### config.mk
export PLATFORM = sky130hd
export DESIGN_NAME = collision_frame_latch
export DESIGN_NICKNAME = d
export VERILOG_FILES = /design/src/rtl/collision_frame_latch.sv
export SDC_FILE = /design/constraint.sdc
export NUM_CORES = 1
export LEC_CHECK = 0
export CAP_MARGIN = 10
export CELL_PAD_IN_SITES_DETAIL_PLACEMENT = 0
export CELL_PAD_IN_SITES_GLOBAL_PLACEMENT = 2
export CORE_MARGIN = 2
export CORE_UTILIZATION = 25
export CTS_BUF_LIST = sky130_fd_sc_hd__clkbuf_8 sky130_fd_sc_hd__clkbuf_16
export DETAILED_ROUTE_END_ITERATION = 12
export PLACE_DENSITY = 0.92
export SYNTH_ARGS = -nofsm -noshare
export SYNTH_HDL_FRONTEND = slang
export SYNTH_SLANG_ARGS = --single-unit
### constraint.sdc
create_clock -name clk -period 2.95 [get_ports clk]
set_input_delay 0.295 -clock clk [delete_from_list [all_inputs] [get_ports clk]]
set_output_delay 0.295 -clock clk [all_outputs]
set_load 0.05 [all_outputs]
### src/rtl/collision_frame_latch.sv
// Latches per-pixel ball collision strobes over a frame and emits one masked bounce report at frame
// end. Optional COLL_STATS_EN adds a 16-bit wrapping count of reported bounces on total_bounces.
module collision_frame_latch #(
    parameter int unsigned FRAME_LINE     = 480,
    parameter int unsigned HOLDOFF_FRAMES = 3,
    parameter int unsigned CNT_W          = 4
) (
    input  logic             clk,
    input  logic             rst,
    input  logic             pix_en,
    input  logic             valid,
    input  logic [9:0]       h_cnt,
    input  logic [9:0]       v_cnt,
    input  logic             coll_x1,
    input  logic             coll_x2,
    input  logic             coll_y1,
    input  logic             coll_y2,
    output logic             frame_tick,
    output logic             bounce_valid,
    output logic [3:0]       bounce_flags,
    output logic             flip_x,
    output logic             flip_y,
    output logic [CNT_W-1:0] hit_count,
    output logic [15:0]      total_bounces
);

    localparam int unsigned HW = (HOLDOFF_FRAMES < 1) ? 1 : $clog2(HOLDOFF_FRAMES + 1);
    localparam logic [HW-1:0]    HOLD_LOAD = HW'(HOLDOFF_FRAMES);
    localparam logic [CNT_W-1:0] CNT_MAX   = '1;

    logic             fe;
    logic [3:0]       coll;
    logic [3:0]       mask;
    logic [3:0]       masked;
    logic             rep_x;
    logic             rep_y;

    logic [3:0]       acc_q, acc_d;
    logic [CNT_W-1:0] acc_cnt_q, acc_cnt_d;
    logic [HW-1:0]    hold_x_q, hold_x_d;
    logic [HW-1:0]    hold_y_q, hold_y_d;
    logic             frame_tick_q, frame_tick_d;
    logic             bounce_valid_q, bounce_valid_d;
    logic [3:0]       flags_q, flags_d;
    logic [CNT_W-1:0] hit_count_q, hit_count_d;

    assign fe     = pix_en && (v_cnt == 10'(FRAME_LINE)) && (h_cnt == 10'd0);
    assign coll   = {coll_x1, coll_x2, coll_y1, coll_y2};
    assign mask   = {{2{hold_x_q == '0}}, {2{hold_y_q == '0}}};
    assign masked = acc_q & mask;
    assign rep_x  = masked[3] | masked[2];
    assign rep_y  = masked[1] | masked[0];

    always_comb begin
        acc_d          = acc_q;
        acc_cnt_d      = acc_cnt_q;
        hold_x_d       = hold_x_q;
        hold_y_d       = hold_y_q;
        frame_tick_d   = 1'b0;
        bounce_valid_d = 1'b0;
        flags_d        = flags_q;
        hit_count_d    = hit_count_q;

        if (fe) begin
            frame_tick_d   = 1'b1;
            flags_d        = masked;
            bounce_valid_d = |masked;
            hit_count_d    = acc_cnt_q;
            acc_d          = '0;
            acc_cnt_d      = '0;
            // Only a reported axis reloads; masked hits just let the counter run down.
            if (rep_x) begin
                hold_x_d = HOLD_LOAD;
            end else if (hold_x_q != '0) begin
                hold_x_d = hold_x_q - HW'(1);
            end
            if (rep_y) begin
                hold_y_d = HOLD_LOAD;
            end else if (hold_y_q != '0) begin
                hold_y_d = hold_y_q - HW'(1);
            end
        end else if (pix_en && valid) begin
            acc_d = acc_q | coll;
            if ((|coll) && (acc_cnt_q != CNT_MAX)) begin
                acc_cnt_d = acc_cnt_q + CNT_W'(1);
            end
        end
    end

    always_ff @(posedge clk or negedge rst) begin
        if (!rst) begin
            acc_q          <= '0;
            acc_cnt_q      <= '0;
            hold_x_q       <= '0;
            hold_y_q       <= '0;
            frame_tick_q   <= 1'b0;
            bounce_valid_q <= 1'b0;
            flags_q        <= '0;
            hit_count_q    <= '0;
        end else begin
            acc_q          <= acc_d;
            acc_cnt_q      <= acc_cnt_d;
            hold_x_q       <= hold_x_d;
            hold_y_q       <= hold_y_d;
            frame_tick_q   <= frame_tick_d;
            bounce_valid_q <= bounce_valid_d;
            flags_q        <= flags_d;
            hit_count_q    <= hit_count_d;
        end
    end

    assign frame_tick   = frame_tick_q;
    assign bounce_valid = bounce_valid_q;
    assign bounce_flags = flags_q;
    assign flip_x       = flags_q[3] | flags_q[2];
    assign flip_y       = flags_q[1] | flags_q[0];
    assign hit_count    = hit_count_q;

`ifdef COLL_STATS_EN
    logic [15:0] total_q;

    always_ff @(posedge clk or negedge rst) begin
        if (!rst) begin
            total_q <= '0;
        end else if (bounce_valid_d) begin
            total_q <= total_q + 16'd1;
        end
    end

    assign total_bounces = total_q;
`else
    assign total_bounces = 16'd0;
`endif

endmodule

==> results.yml <==
pwr:
  static-leakage-power_nw: 0.711
  max-vdd-ir-drop_uv: 197
  post-layout-total-power_uw: 782
  power_density_mw_per_mm2: 473
global_routing:
  grt_pass1_wl_mm: 4.10
  initial_antenna_violation_count: 0
  first_global_vias: 883
  grt.total_usage_pct: 9.71
  global_route.overflow_total: 0
  grt_max_degree: 23
die:
  die_w_um: 73.4
  die_y_um: 73.4
  core_region_area_mm2: 0.00469
  ios: 56
  row_count: 25
  initial_utilization_pct: 25.7
  dieArea_mm2: 0.00539
synth:
  yosys.area.top_type: "dfrtp_1"
  syn-cell-area_mm2: 0.00120
  post_synth.cell_area_avg_um2: 10.6
  yosysWarnings: 0
  netlist.area_leader.share_pct: 45.7
  synth_top_cells_by_area: "dfrtp_1 (46%), buf_4 (10%), nor2_1 (3.4%)"
  number_of_enable_type_register_cells_in_the_synthesized_netlist: 0
  synth.distinct_cells: 31
  synth_cells: 114
  synth-seq-area-share_pct: 45.7
  ys.flop_type: "dfrtp_1"
  async_flop_share_pct: 100
  yosys_register_bits: 22
finish:
  antenna_cells: 0
  final_cells: 207
  n_fill_cell: 495
  drive_gt1_share_pct: 9.80
  final_core_utilization_pct: 35.2
  area_delta_synth_final_pct: 37.1
  final_nets: 185
clock_network:
  cts_buffers: 3
  cts_sinks: 22
  cts_root_buffer: "clkbuf_8"
  cts.repair.resized: 0
  clkLatencyLatePin_ps: 260
  clock_tree.htree_level_count: 1
  clk_path_buf_depth: 2
  post-cts-setup-buffer-count: 0
  cts_hold_buf: 0
  clkSlewWorstSetupHoldPaths_ps: 80
  tritoncts: "done"
drt:
  routed_wirelength_mm: 2.37
  dr.first_iter.drc_count: 48
  viasPerCell: 4.45
  routed_wire_length_per_instance_um: 11.4
  drc_errors: 0
  detail_route.first_pass.iterations: 5
  ant_nets: 0
  via_count: 921
sta:
  tightestPinTransition_ps: 968
  hold-worst-slack_ps: 494
  fmax_ghz: 0.500
  timing.slew.headroom_pct: 35.3
  drv_slew: 0
  rsz0062_at_grt: "false"
  hold_viol: 0
  layout_min_cycle_time_ps: 2000
  min_period_over_period_pct: 67.7
  timing.setup.tns_ps: 0
  setup_viol: 0
  clock-skew-final_ps: 2.29
placed_design:
  place_congestion: 0.679
  io_buffers: 39
  hpwl_mm: 1.91
  placed_cells: 203
setup_path:
  worst_ep_arrival_time_ps: 2150
  crit_required_ps: 3100
  critical_path_class: "in -> reg"
  worstPathMaxFanout: 16
  crit_path_end_kind: "flop"
  setup.worst_path.start_class: "input port"
status:
  status: "completed"
job:
  cap_viol_max_count: 0
hold_path:
  hold_class: "reg -> reg"
-- routing by layer --
layer | GRT usage (%) | part of all wire [%] | vias to the layer above
li1 | - | - | 458
met1 | 11.5 | 43 | 425
met2 | 16.8 | 49 | 32
met3 | 2.88 | 5.4 | 6
met4 | 3.23 | 2.0 | 0
met5 | 0 | 0 | -
-- worst max-delay path, stage by stage --
cell             delay (ps)
clkdlybuf4s50_1         580
nor4b_4                 290
nand4_4                 270
nor2_4                  340
mux2_2                  370
-- cells in the final DEF, fill, tap and decap left out, types with 4 or more instances in the layout --
master and n:
dfrtp_1 22, nand2_1 5, o31ai_1 4, inv_1 4
a31oi_1 4, o21ai_0 6, clkdlybuf4s50_1 39, conb_1 16
nor3_1 4, nor2_1 11
-- sequential cells by signal (all words and copies together), names as in the netlist --
register	cells
hold_y_q	2
frame_tick	1
bounce_valid	1
hit_count	4
bounce_flags	4
hold_x_q	2
acc_q	4
acc_cnt_q	4
-- stage by stage --
| stage | setup slack, ps | area [um^2] |
|---|---|---|
| floorplan | 1420 | 1260 |
| global placement | 722 | 1580 |
| detailed placement | 663 | 1580 |
| CTS | 948 | 1650 |
| global route | 793 | 1650 |
| finish | 952 | 1650 |
-- power by group --
| group | switching [mW] | internal, mW | total [mW] |
|---|---|---|---|
| clock network | 0.0974 | 0.181 | 0.279 |
| registers | 0.0268 | 0.326 | 0.353 |
| logic | 0.0870 | 0.0635 | 0.151 |
| total | 0.211 | 0.571 | 0.782 |
-- path summary, 6_finish.rpt --
path,cells past startpoint,endpoint,start,slack [ps]
worst max-delay path,5,hit_count[0]$_DFFE_PN0N_,pix_en,950
worst min-delay path,1,hold_x_q[0]$_DFFE_PN0P_,hold_x_q[0]$_DFFE_PN0P_,490
worst max register to register,5,acc_cnt_q[2]$_DFFE_PN0P_,acc_cnt_q[0]$_DFFE_PN0P_,1230
worst min register to register,1,hold_x_q[0]$_DFFE_PN0P_,hold_x_q[0]$_DFFE_PN0P_,490
max in group asynchronous,1,acc_q[0]$_DFFE_PN0P_,rst,1800
min in group asynchronous,1,hold_y_q[1]$_DFFE_PN0P_,rst,570
-- cell usage after synthesis, drive strengths merged, types with 4 or more instances --
cell	instances
nor3	4
nor4	5
o31ai	4
buf	17
mux2	4
inv	4
nand2	5
nor2	12
o21ai	6
dfrtp	22
a31oi	4
-- cell type report --
class,instances,area [um^2],share of cell area [%]
multi-input combinational,84,557,33.7
tap,54,67.6,4.09
clock inverter,1,30.0,1.82
sequential,22,551,33.3
inverter,4,15.0,0.909
clock buffer,3,41.3,2.50
timing repair buffer,39,390,23.6
-- cells by family (layout without fill, tap and decap cells) --
logic type	Yosys count	count (layout)	synth area share (%)
muxes	5	5	4.57
adders and majority gates	3	3	3.12
and+or+nand+nor	37	37	20.5
AOI/OAI and AO/OA	21	21	11.6
other	1	16	0.311
buffers and inverters	23	47	12.8
xor gates and xnor gates	2	2	1.45
DFF	22	22	45.7
Power figures use the tool's default switching activity.
